## config.mk

```make
export PLATFORM = sky130hd
export DESIGN_NAME = dbus_uart_master
export DESIGN_NICKNAME = d
export VERILOG_FILES = /design/src/rtl/dbus_uart_master.sv
export SDC_FILE = /design/constraint.sdc
export NUM_CORES = 1
export LEC_CHECK = 0
export ABC_AREA = 1
export CORE_ASPECT_RATIO = 1.5
export CORE_MARGIN = 5
export CORE_UTILIZATION = 45
export CTS_CLUSTER_DIAMETER = 80
export DETAILED_ROUTE_END_ITERATION = 7
export REMOVE_ABC_BUFFERS = 1
export SETUP_SLACK_MARGIN = 0.4
export SLEW_MARGIN = 0
export SYNTH_ARGS = -nofsm -noshare
export SYNTH_HDL_FRONTEND = slang
export SYNTH_SLANG_ARGS = --single-unit
```

## constraint.sdc

```tcl
create_clock -name clk -period 2.25 [get_ports clk]
set_clock_uncertainty 0.05 [all_clocks]
set_input_delay 0.45 -clock clk [delete_from_list [all_inputs] [get_ports clk]]
set_output_delay 0.45 -clock clk [all_outputs]
set_load 0.02 [all_outputs]
```

## src/rtl/dbus_uart_master.sv

```systemverilog
// UART-to-dbus bridge: 8N1 command frames ('W' addr data / 'R' addr) become single
// bus cycles on dbus, answered by 'K', two read-data bytes, or '?' on the TX line.
module dbus_uart_master #(
    parameter int DW      = 16,
    parameter int AW      = 16,
    parameter int CLK_DIV = 868,
    parameter int RD_LAT  = 1,
    parameter int TIMEOUT = 65535
) (
    input  logic          clk,
    input  logic          rst,
    input  logic          uart_rx,
    output logic          uart_tx,
    output logic [AW-1:0] bus_addr,
    output logic [DW-1:0] bus_wdata,
    output logic          bus_we,
    input  logic [DW-1:0] bus_rdata,
    output logic          busy
);

    localparam int CW = (CLK_DIV > 1) ? $clog2(CLK_DIV) : 1;
    localparam int TW = $clog2(TIMEOUT + 1);
    localparam int LW = (RD_LAT > 1) ? $clog2(RD_LAT) : 1;
    localparam logic [CW-1:0] BIT_LAST  = CW'(CLK_DIV - 1);
    localparam logic [CW-1:0] HALF_LAST = CW'(CLK_DIV / 2 - 1);
    localparam logic [TW-1:0] TMO_LAST  = TW'(TIMEOUT - 1);
    localparam logic [LW-1:0] LAT_LAST  = LW'((RD_LAT > 0) ? RD_LAT - 1 : 0);

    typedef enum logic [1:0] {RX_IDLE, RX_START, RX_DATA, RX_STOP} rx_state_e;
    typedef enum logic [3:0] {
        ST_CMD, ST_A_HI, ST_A_LO, ST_D_HI, ST_D_LO,
        ST_BUS_WR, ST_BUS_RD, ST_WAIT_RD, ST_RESP
    } cmd_state_e;

    // ---------------- RX path ----------------
    logic [1:0]    rx_sync_q, rx_sync_d;
    logic          rx_prev_q, rx_prev_d;
    rx_state_e     rx_state_q, rx_state_d;
    logic [CW-1:0] rx_cnt_q, rx_cnt_d;
    logic [2:0]    rx_bit_q, rx_bit_d;
    logic [7:0]    rx_shift_q, rx_shift_d;
    logic          rx_valid_q, rx_valid_d;
    logic          rx_s;

    assign rx_s = rx_sync_q[1];

    // NOTE: every _d starts from its _q (or an explicit default) before any branch,
    // so no path through a combinational block can leave a variable unassigned.
    always_comb begin
        rx_sync_d  = {rx_sync_q[0], uart_rx};
        rx_prev_d  = rx_s;
        rx_state_d = rx_state_q;
        rx_cnt_d   = rx_cnt_q;
        rx_bit_d   = rx_bit_q;
        rx_shift_d = rx_shift_q;
        rx_valid_d = 1'b0;
        unique case (rx_state_q)
            RX_IDLE: begin
                rx_cnt_d = '0;
                rx_bit_d = '0;
                if (rx_prev_q && !rx_s) rx_state_d = RX_START;
            end
            RX_START: begin
                if (rx_cnt_q == HALF_LAST) begin
                    rx_cnt_d   = '0;
                    rx_state_d = rx_s ? RX_IDLE : RX_DATA;
                end else begin
                    rx_cnt_d = rx_cnt_q + 1'b1;
                end
            end
            RX_DATA: begin
                if (rx_cnt_q == BIT_LAST) begin
                    rx_cnt_d   = '0;
                    rx_shift_d = {rx_s, rx_shift_q[7:1]};
                    rx_bit_d   = rx_bit_q + 1'b1;
                    if (rx_bit_q == 3'd7) rx_state_d = RX_STOP;
                end else begin
                    rx_cnt_d = rx_cnt_q + 1'b1;
                end
            end
            RX_STOP: begin
                if (rx_cnt_q == BIT_LAST) begin
                    rx_valid_d = rx_s;  // a low stop bit silently drops the byte
                    rx_state_d = RX_IDLE;
                end else begin
                    rx_cnt_d = rx_cnt_q + 1'b1;
                end
            end
            default: rx_state_d = RX_IDLE;
        endcase
    end

    // NOTE: clocked blocks use non-blocking assignments only, so every flop samples
    // the pre-edge value of every other flop regardless of evaluation order.
    always_ff @(posedge clk or negedge rst) begin
        if (!rst) begin
            rx_sync_q  <= 2'b11;
            rx_prev_q  <= 1'b1;
            rx_state_q <= RX_IDLE;
            rx_cnt_q   <= '0;
            rx_bit_q   <= '0;
            rx_shift_q <= '0;
            rx_valid_q <= 1'b0;
        end else begin
            rx_sync_q  <= rx_sync_d;
            rx_prev_q  <= rx_prev_d;
            rx_state_q <= rx_state_d;
            rx_cnt_q   <= rx_cnt_d;
            rx_bit_q   <= rx_bit_d;
            rx_shift_q <= rx_shift_d;
            rx_valid_q <= rx_valid_d;
        end
    end

    // ---------------- Command FSM and TX path ----------------
    cmd_state_e    state_q, state_d;
    logic          is_wr_q, is_wr_d;
    logic [15:0]   addr_stage_q, addr_stage_d;
    logic [7:0]    data_hi_q, data_hi_d;
    logic [AW-1:0] bus_addr_q, bus_addr_d;
    logic [DW-1:0] bus_wdata_q, bus_wdata_d;
    logic          bus_we_q, bus_we_d;
    logic [LW-1:0] lat_q, lat_d;
    logic [TW-1:0] tmo_q, tmo_d;
    logic [15:0]   resp_q, resp_d;
    logic [1:0]    resp_n_q, resp_n_d;
    logic          tx_active_q, tx_active_d;
    logic [9:0]    tx_shift_q, tx_shift_d;
    logic [3:0]    tx_bit_q, tx_bit_d;
    logic [CW-1:0] tx_cnt_q, tx_cnt_d;
    logic          uart_tx_q, uart_tx_d;
    logic          tx_done, tx_ready, tx_load;

    assign tx_done  = tx_active_q && (tx_bit_q == 4'd9) && (tx_cnt_q == BIT_LAST);
    // Loading on the final stop-bit cycle keeps queued response bytes back-to-back.
    assign tx_ready = !tx_active_q || tx_done;

    always_comb begin
        state_d      = state_q;
        is_wr_d      = is_wr_q;
        addr_stage_d = addr_stage_q;
        data_hi_d    = data_hi_q;
        bus_addr_d   = bus_addr_q;
        bus_wdata_d  = bus_wdata_q;
        bus_we_d     = 1'b0;
        lat_d        = lat_q;
        tmo_d        = tmo_q;
        resp_d       = resp_q;
        resp_n_d     = resp_n_q;
        tx_active_d  = tx_active_q;
        tx_shift_d   = tx_shift_q;
        tx_bit_d     = tx_bit_q;
        tx_cnt_d     = tx_cnt_q;
        uart_tx_d    = uart_tx_q;
        tx_load      = 1'b0;

        if (tx_active_q) begin
            if (tx_cnt_q == BIT_LAST) begin
                tx_cnt_d = '0;
                if (tx_bit_q == 4'd9) begin
                    tx_active_d = 1'b0;
                end else begin
                    tx_bit_d   = tx_bit_q + 1'b1;
                    tx_shift_d = {1'b1, tx_shift_q[9:1]};
                    uart_tx_d  = tx_shift_q[1];
                end
            end else begin
                tx_cnt_d = tx_cnt_q + 1'b1;
            end
        end

        unique case (state_q)
            ST_CMD: if (rx_valid_q) begin
                if (rx_shift_q == 8'h57) begin
                    is_wr_d = 1'b1;
                    state_d = ST_A_HI;
                end else if (rx_shift_q == 8'h52) begin
                    is_wr_d = 1'b0;
                    state_d = ST_A_HI;
                end else begin
                    resp_d   = {8'h3F, 8'h00};
                    resp_n_d = 2'd1;
                    state_d  = ST_RESP;
                end
            end
            ST_A_HI: if (rx_valid_q) begin
                addr_stage_d[15:8] = rx_shift_q;
                state_d            = ST_A_LO;
            end
            ST_A_LO: if (rx_valid_q) begin
                if (is_wr_q) begin
                    addr_stage_d[7:0] = rx_shift_q;
                    state_d           = ST_D_HI;
                end else begin
                    bus_addr_d = {addr_stage_q[15:8], rx_shift_q};
                    state_d    = ST_BUS_RD;
                end
            end
            ST_D_HI: if (rx_valid_q) begin
                data_hi_d = rx_shift_q;
                state_d   = ST_D_LO;
            end
            ST_D_LO: if (rx_valid_q) begin
                bus_addr_d  = addr_stage_q;
                bus_wdata_d = {data_hi_q, rx_shift_q};
                bus_we_d    = 1'b1;
                state_d     = ST_BUS_WR;
            end
            ST_BUS_WR: begin
                resp_d   = {8'h4B, 8'h00};
                resp_n_d = 2'd1;
                state_d  = ST_RESP;
            end
            ST_BUS_RD: begin
                lat_d = '0;
                if (RD_LAT == 0) begin
                    resp_d   = bus_rdata;
                    resp_n_d = 2'd2;
                    state_d  = ST_RESP;
                end else begin
                    state_d = ST_WAIT_RD;
                end
            end
            ST_WAIT_RD: begin
                if (lat_q == LAT_LAST) begin
                    resp_d   = bus_rdata;
                    resp_n_d = 2'd2;
                    state_d  = ST_RESP;
                end else begin
                    lat_d = lat_q + 1'b1;
                end
            end
            ST_RESP: begin
                if (tx_ready && resp_n_q != 2'd0) begin
                    tx_load  = 1'b1;
                    resp_d   = {resp_q[7:0], 8'h00};
                    resp_n_d = resp_n_q - 1'b1;
                end else if (resp_n_q == 2'd0 && !tx_active_q) begin
                    state_d = ST_CMD;
                end
            end
            default: state_d = ST_CMD;
        endcase

        // A stalled host cannot wedge the bridge half-way through a frame.
        if (state_q inside {ST_A_HI, ST_A_LO, ST_D_HI, ST_D_LO}) begin
            if (rx_valid_q) begin
                tmo_d = '0;
            end else if (tmo_q == TMO_LAST) begin
                tmo_d   = '0;
                state_d = ST_CMD;
            end else begin
                tmo_d = tmo_q + 1'b1;
            end
        end else begin
            tmo_d = '0;
        end

        if (tx_load) begin
            tx_shift_d  = {1'b1, resp_q[15:8], 1'b0};
            tx_bit_d    = '0;
            tx_cnt_d    = '0;
            tx_active_d = 1'b1;
            uart_tx_d   = 1'b0;
        end
    end

    always_ff @(posedge clk or negedge rst) begin
        if (!rst) begin
            state_q      <= ST_CMD;
            is_wr_q      <= 1'b0;
            addr_stage_q <= '0;
            data_hi_q    <= '0;
            bus_addr_q   <= '0;
            bus_wdata_q  <= '0;
            bus_we_q     <= 1'b0;
            lat_q        <= '0;
            tmo_q        <= '0;
            resp_q       <= '0;
            resp_n_q     <= '0;
            tx_active_q  <= 1'b0;
            tx_shift_q   <= '1;
            tx_bit_q     <= '0;
            tx_cnt_q     <= '0;
            uart_tx_q    <= 1'b1;
        end else begin
            state_q      <= state_d;
            is_wr_q      <= is_wr_d;
            addr_stage_q <= addr_stage_d;
            data_hi_q    <= data_hi_d;
            bus_addr_q   <= bus_addr_d;
            bus_wdata_q  <= bus_wdata_d;
            bus_we_q     <= bus_we_d;
            lat_q        <= lat_d;
            tmo_q        <= tmo_d;
            resp_q       <= resp_d;
            resp_n_q     <= resp_n_d;
            tx_active_q  <= tx_active_d;
            tx_shift_q   <= tx_shift_d;
            tx_bit_q     <= tx_bit_d;
            tx_cnt_q     <= tx_cnt_d;
            uart_tx_q    <= uart_tx_d;
        end
    end

    assign uart_tx   = uart_tx_q;
    assign bus_addr  = bus_addr_q;
    assign bus_wdata = bus_wdata_q;
    assign bus_we    = bus_we_q;
    assign busy      = (state_q != ST_CMD);

endmodule

```

# Yosys cells after proc, flatten, opt, wreduce, memory -nomap -nowiden
# Index checks and enable logic that the tools add are counted.
totals:
  reg_bits: 150
  latchBits: 0
  ramBits: 0
  romBits: 0
  in_bits: 19
  out_inout_bits: 35
  wordCells: 173
  mem_count: 0
op_classes:
  addsub: 7
  n_mul: 0
  div: 0
  magnitude_cmp: 0
  eq_ne: 34
  shifts: 0
  n_mux: 76
  bitwise: 0
  n_reduce_logical: 32
op_table:
  columns: ["cell", "count"]
  rows:
  - ["$mux W16", 11]
  - ["$mux W10", 10]
  - ["$mux W4", 17]
  - ["$pmux W16 S4", 1]
  - ["$pmux W10 S4", 1]
  - ["$pmux W4 S9", 1]
  - ["$pmux W16 S2", 1]
  - ["$ne A2 B2 Y1 const B", 15]
  - ["$mux W2", 11]
  - ["$add A10 B1 Y10 const B", 2]
  - ["$eq A10 B10 Y1 const B", 2]
  - ["$mux W1", 17]
  - ["$add A16 B1 Y16 const B", 1]
  - ["$eq A16 B16 Y1 const B", 1]
  - ["$eq A4 B3 Y1 const B", 4]
  - ["$eq A8 B7 Y1 const B", 2]
  - ["$pmux W2 S4", 2]
  - ["$reduce_bool A2 Y1", 7]
  - ["$reduce_bool A4 Y1", 3]
  - ["$eq A10 B9 Y1 const B", 1]
  - ["$reduce_and A2 Y1", 5]
  - ["$reduce_and A3 Y1", 3]
  - ["$eq A4 B2 Y1 const B", 2]
  - ["$eq A4 B4 Y1 const B", 2]
  - ["19 further kinds", 27]

# Depth between registers and ports, before layout
logic_depth:
  ltp_word: 10
  mapped_depth: 14
  mapped_depth_nobuf: 13

# Worst setup path after synthesis
# No wires, ideal clock.
synth_path:
  kind: "reg2reg"
  startpoint: "reg tx_cnt_q[0]"
  endpoint: "reg resp_n_q[1]"
  setup_time_ps: 116
  arrival_ps: 1536
  required_ps: 2084
  slack_ps: 548
  path_stages_with_launch: 12
  path_buffers: 1
  period_less_slack_ps: 1702
  cell_sequence: "dfrtp_1 > ha_1 > nand2_1 > nor2_1 > nand3_2 > nand2_1 > nand3_1 > nand2_1 > nand2_2 > buf_2 > nand2_1 > nand2_1"
synth_between:
  elab_chain_len: 6
synth_lines:
  columns: ["item", "line", "source"]
  rows:
  - ["from (decl)", "130", "logic [CW-1:0] tx_cnt_q, tx_cnt_d;"]
  - ["from (signal assigned)", "301", "tx_cnt_q <= tx_cnt_d;"]
  - ["$eq A10 B10 Y1", "134", "assign tx_done = tx_active_q && (tx_bit_q == 4'd9) && (tx_cnt_q == BIT_LAST);"]
  - ["$logic_and A1 B1 Y1", "134", null]
  - ["$logic_or A1 B1 Y1", "136", "assign tx_ready = !tx_active_q || tx_done;"]
  - ["$logic_and A1 B1 Y1", "234", "if (tx_ready && resp_n_q != 2'd0) begin"]
  - ["$ne A2 B2 Y1 (no source line)", null, null]
  - ["$reduce_and A6 Y1 (no source line)", null, null]
  - ["to (signal assigned)", "297", "resp_n_q <= resp_n_d;"]
  - ["to (decl)", "126", "logic [1:0] resp_n_q, resp_n_d;"]
# No other way between the ends.
# A chain may end at the register's enable or synchronous reset.

# Worst setup path in the final report
layout_path:
  startpoint: "reg state_q[3]"
  endpoint: "out busy"
layout_between:
  elab_chain_len: 1
layout_lines:
  columns: ["item", "line", "source"]
  rows:
  - ["from (decl)", "116", "cmd_state_e state_q, state_d;"]
  - ["from (signal assigned)", "287", "state_q <= state_d;"]
  - ["$reduce_bool A4 Y1", "310", "assign busy = (state_q != ST_CMD);"]
  - ["to (decl)", "18", "output logic busy"]
# No other way between the ends.

==> results.json <==
{
  "outcome": "finished clean",
  "final-max-slew-violation-count": 0,
  "synthMostInstantiatedCell": "sky130_fd_sc_hd__nand2_1",
  "synth-warning-count": 0,
  "htree_num_levels": 4,
  "antenna_found_initial": 0,
  "finalHoldViolations": 0,
  "rsz0062_at_grt": "true",
  "floorplan.die_area_um2": 18300,
  "postLayoutSetupSlackWorst_ps": 415,
  "total_routed_wirelength_um": 16500,
  "drc_markers": 0,
  "synth_area_per_cell_um2": 8.03,
  "detailed_placement_hpwl_um": 11200,
  "vdd_ir_drop_max_mv": 0.453,
  "setup_violations": 0,
  "critPathRequiredTime_ps": 1750,
  "coreArea_um2": 15500,
  "gr-usage-all-layers_pct": 18.4,
  "num_vias": 5759,
  "dieWidth_um": 112,
  "detailedPlace.worstSlack_ps": 333,
  "worst-slew-pin-transition_ps": 571,
  "first_global_vias": 5841,
  "hold_path.startpoint": "rx_sync_q[0]",
  "placement_rows": 56,
  "worstSetupEndpointType": "output pin",
  "buffer_levels_on_the_longest_clock_path": 2,
  "slew-limit-headroom_pct": 61.6,
  "ys_ff_latch": 147,
  "clock_insertion_delay_worst_skew_ps": 410,
  "regArea_um2": 3700,
  "port_buffers": 53,
  "global_route_wire_length_before_repair_um": 27600,
  "post-synth-top-area-cell": "sky130_fd_sc_hd__dfrtp_1",
  "route.antenna.remaining_nets": 0,
  "layout.nets": 987,
  "synth_top_cell_area_share_pct": 48.0,
  "min_delay_path_depth": 0,
  "final_layout_size_suffix_gt1_share_pct": 12.8,
  "worst_setup_path_start_kind": "flop",
  "gpl.final_weighted_congestion": 0.916,
  "cts-buffers-inserted": 17,
  "synth.yosys.seq_area_share_pct": 52.5,
  "ys_dominant_reg_cell": "sky130_fd_sc_hd__dfrtp_1",
  "cts.root.buffer_cell": "sky130_fd_sc_hd__clkbuf_16",
  "total_leakage_power_nw": 4.31,
  "clock_sinks": 147,
  "grt_max_degree": 47,
  "post-route-min-period_ps": 1840,
  "drtIter0Drc": 291,
  "effective_utilization_at_floorplan_pct": 45.5,
  "fillerInstances": 1439,
  "area_growth_syn_to_layout_pct": 22.7,
  "tritoncts": "yes",
  "reg2reg_from": "tmo_q[0]",
  "clk_pin_slew_ps": 70,
  "worst-setup-path-type": "reg -> out",
  "postSynthCellCount": 877,
  "synthTopCellsByCount": "261 x sky130_fd_sc_hd__nand2_1, 135 x sky130_fd_sc_hd__dfrtp_1, 105 x sky130_fd_sc_hd__inv_1, 99 x sky130_fd_sc_hd__nor2_1, 63 x sky130_fd_sc_hd__o21ai_0",
  "routed_wire_length_per_instance_um": 14.0,
  "residual_overflow_from_global_routing": 0,
  "synthArstFlopShare_pct": 100,
  "worstHoldPathType": "reg -> reg",
  "max_cap_violations": 0,
  "ioPinCount": 54,
  "synthesis.area_um2": 7040,
  "worst-endpoint-arrival_ps": 1340,
  "r2r_setup_slack_ps": 480,
  "antennaDiodeCount": 0,
  "detail_route.vias_per_cell": 4.91,
  "yosys-top-cells-area": "sky130_fd_sc_hd__dfrtp_1 48%, sky130_fd_sc_hd__nand2_1 14%, sky130_fd_sc_hd__inv_1 5.6%",
  "worstPathMaxFanout": 5,
  "netlist-cell-type-count": 42,
  "die_height_um": 163,
  "fin_crit_sh_pct": 81.6,
  "multi_input_area_um2": 2880,
  "power_per_cell_area_nw_per_um2": 691,
  "number_of_flops_mapped_to_enable_cells_by_yosys": 0,
  "fmax_ghz": 0.545,
  "drt_pre_antenna_iters": 4,
  "worstRegToRegCells": 7,
  "final.setup.tns_ps": 0,
  "cp-startpoint": "state_q[3]"
}
-- stage by stage --
stage          area (um^2)  cells  total power, W  utilization (%)  hold WS [ps]
4_1_cts               8450   1161         0.00603             54.6           311
3_5_place_dp          7850   1127         0.00308             50.7           299
6_report              8640   1174         0.00597             55.8           310
3_3_place_gp          7850   1127         0.00308             50.7           298
5_1_grt               8640   1174         0.00620             55.8           326
2_1_floorplan         6920    857         0.00292                -           104
-- metal layers --
metal | part of all wire [%] | up-vias | track usage, % | wire length [um]
li1 | - | 2946 | - | -
met1 | 43 | 2702 | 22.6 | 7020
met2 | 53 | 85 | 32.2 | 8660
met3 | 2.7 | 26 | 3.26 | 449
met4 | 2.0 | 0 | 7.16 | 325
met5 | 0 | - | 0 | 0
-- timing repair --
item,CTS,global route
gates cloned,0,3
setup buffers,1,10
gates resized for setup,38,29
pin swaps,1,2
hold buffers,1,0
setup endpoints to repair,67,85
hold endpoints to repair,30,0
-- flip-flops by register name, indices dropped and copies added (netlist names), 2 cells and up, named ones only --
register / flops
rx_sync_q: 2
tx_cnt_q: 10
resp_n_q: 2
tmo_q: 16
bus_wdata: 16
resp_q: 16
rx_shift_q: 8
rx_bit_q: 3
state_q: 4
addr_stage_q: 16
data_hi_q: 8
bus_addr: 16
rx_cnt_q: 10
tx_bit_q: 4
tx_shift_q: 9
-- cell type report --
class | instances | share of cell area (%)
clock buffer | 17 | 4.93
sequential | 147 | 42.8
multi-input combinational | 596 | 33.4
tap | 203 | 2.94
inverter | 115 | 5.10
clock inverter | 15 | 2.10
timing repair buffer | 81 | 8.75
-- where the power goes --
group          internal (W)  switching, W  total (W)
clock               0.00169       0.00125    0.00294
combinational      0.000103      0.000207   0.000310
sequential          0.00268     0.0000380    0.00272
total               0.00447       0.00149    0.00597
-- worst max-delay path, stage by stage, from the launching register on --
cell	delay, ps
sky130_fd_sc_hd__dfrtp_1	400
sky130_fd_sc_hd__inv_2	90
sky130_fd_sc_hd__nand2_1	90
sky130_fd_sc_hd__inv_2	110
sky130_fd_sc_hd__nand2_2	80
sky130_fd_sc_hd__buf_4	160
-- placed cells by master (no fill, tap or decap), types with 4 or more instances in the layout --
| cell | instances |
|---|---|
| sky130_fd_sc_hd__dlygate4sd2_1 | 34 |
| sky130_fd_sc_hd__a21oi_1 | 26 |
| sky130_fd_sc_hd__nand2_1 | 259 |
| sky130_fd_sc_hd__nand3_1 | 44 |
| sky130_fd_sc_hd__nor2_1 | 94 |
| sky130_fd_sc_hd__o22ai_1 | 5 |
| sky130_fd_sc_hd__inv_2 | 12 |
| sky130_fd_sc_hd__clkbuf_16 | 18 |
| sky130_fd_sc_hd__nand4_1 | 20 |
| sky130_fd_sc_hd__nand2_2 | 4 |
| sky130_fd_sc_hd__xor2_1 | 7 |
| sky130_fd_sc_hd__inv_6 | 8 |
| sky130_fd_sc_hd__inv_1 | 101 |
| sky130_fd_sc_hd__ha_1 | 9 |
| sky130_fd_sc_hd__dfrtp_2 | 4 |
| sky130_fd_sc_hd__o21ai_2 | 8 |
| sky130_fd_sc_hd__o21ai_0 | 62 |
| sky130_fd_sc_hd__nor3_1 | 20 |
| sky130_fd_sc_hd__nor2_2 | 4 |
| sky130_fd_sc_hd__clkdlybuf4s50_1 | 17 |
| sky130_fd_sc_hd__buf_4 | 22 |
| sky130_fd_sc_hd__dfrtp_1 | 131 |
| sky130_fd_sc_hd__dfstp_2 | 12 |
| sky130_fd_sc_hd__inv_8 | 4 |
-- kinds of logic after synthesis --
logic type / share of synthesized area, %
AOI/OAI and AO/OA: 8.74
DFF: 52.5
xor gates and xnor gates: 1.24
adders and majority gates: 1.78
and+or+nand+nor: 27.9
buffers and inverters: 7.85
-- worst paths after layout --
kind | endpoint
worst max-delay path | busy
worst min-delay path | rx_sync_q[1]
worst max register to register | state_q[0]
worst min register to register | rx_sync_q[1]
max in group asynchronous | state_q[1]
min in group asynchronous | tmo_q[1]
Power figures use the tool's default switching activity.
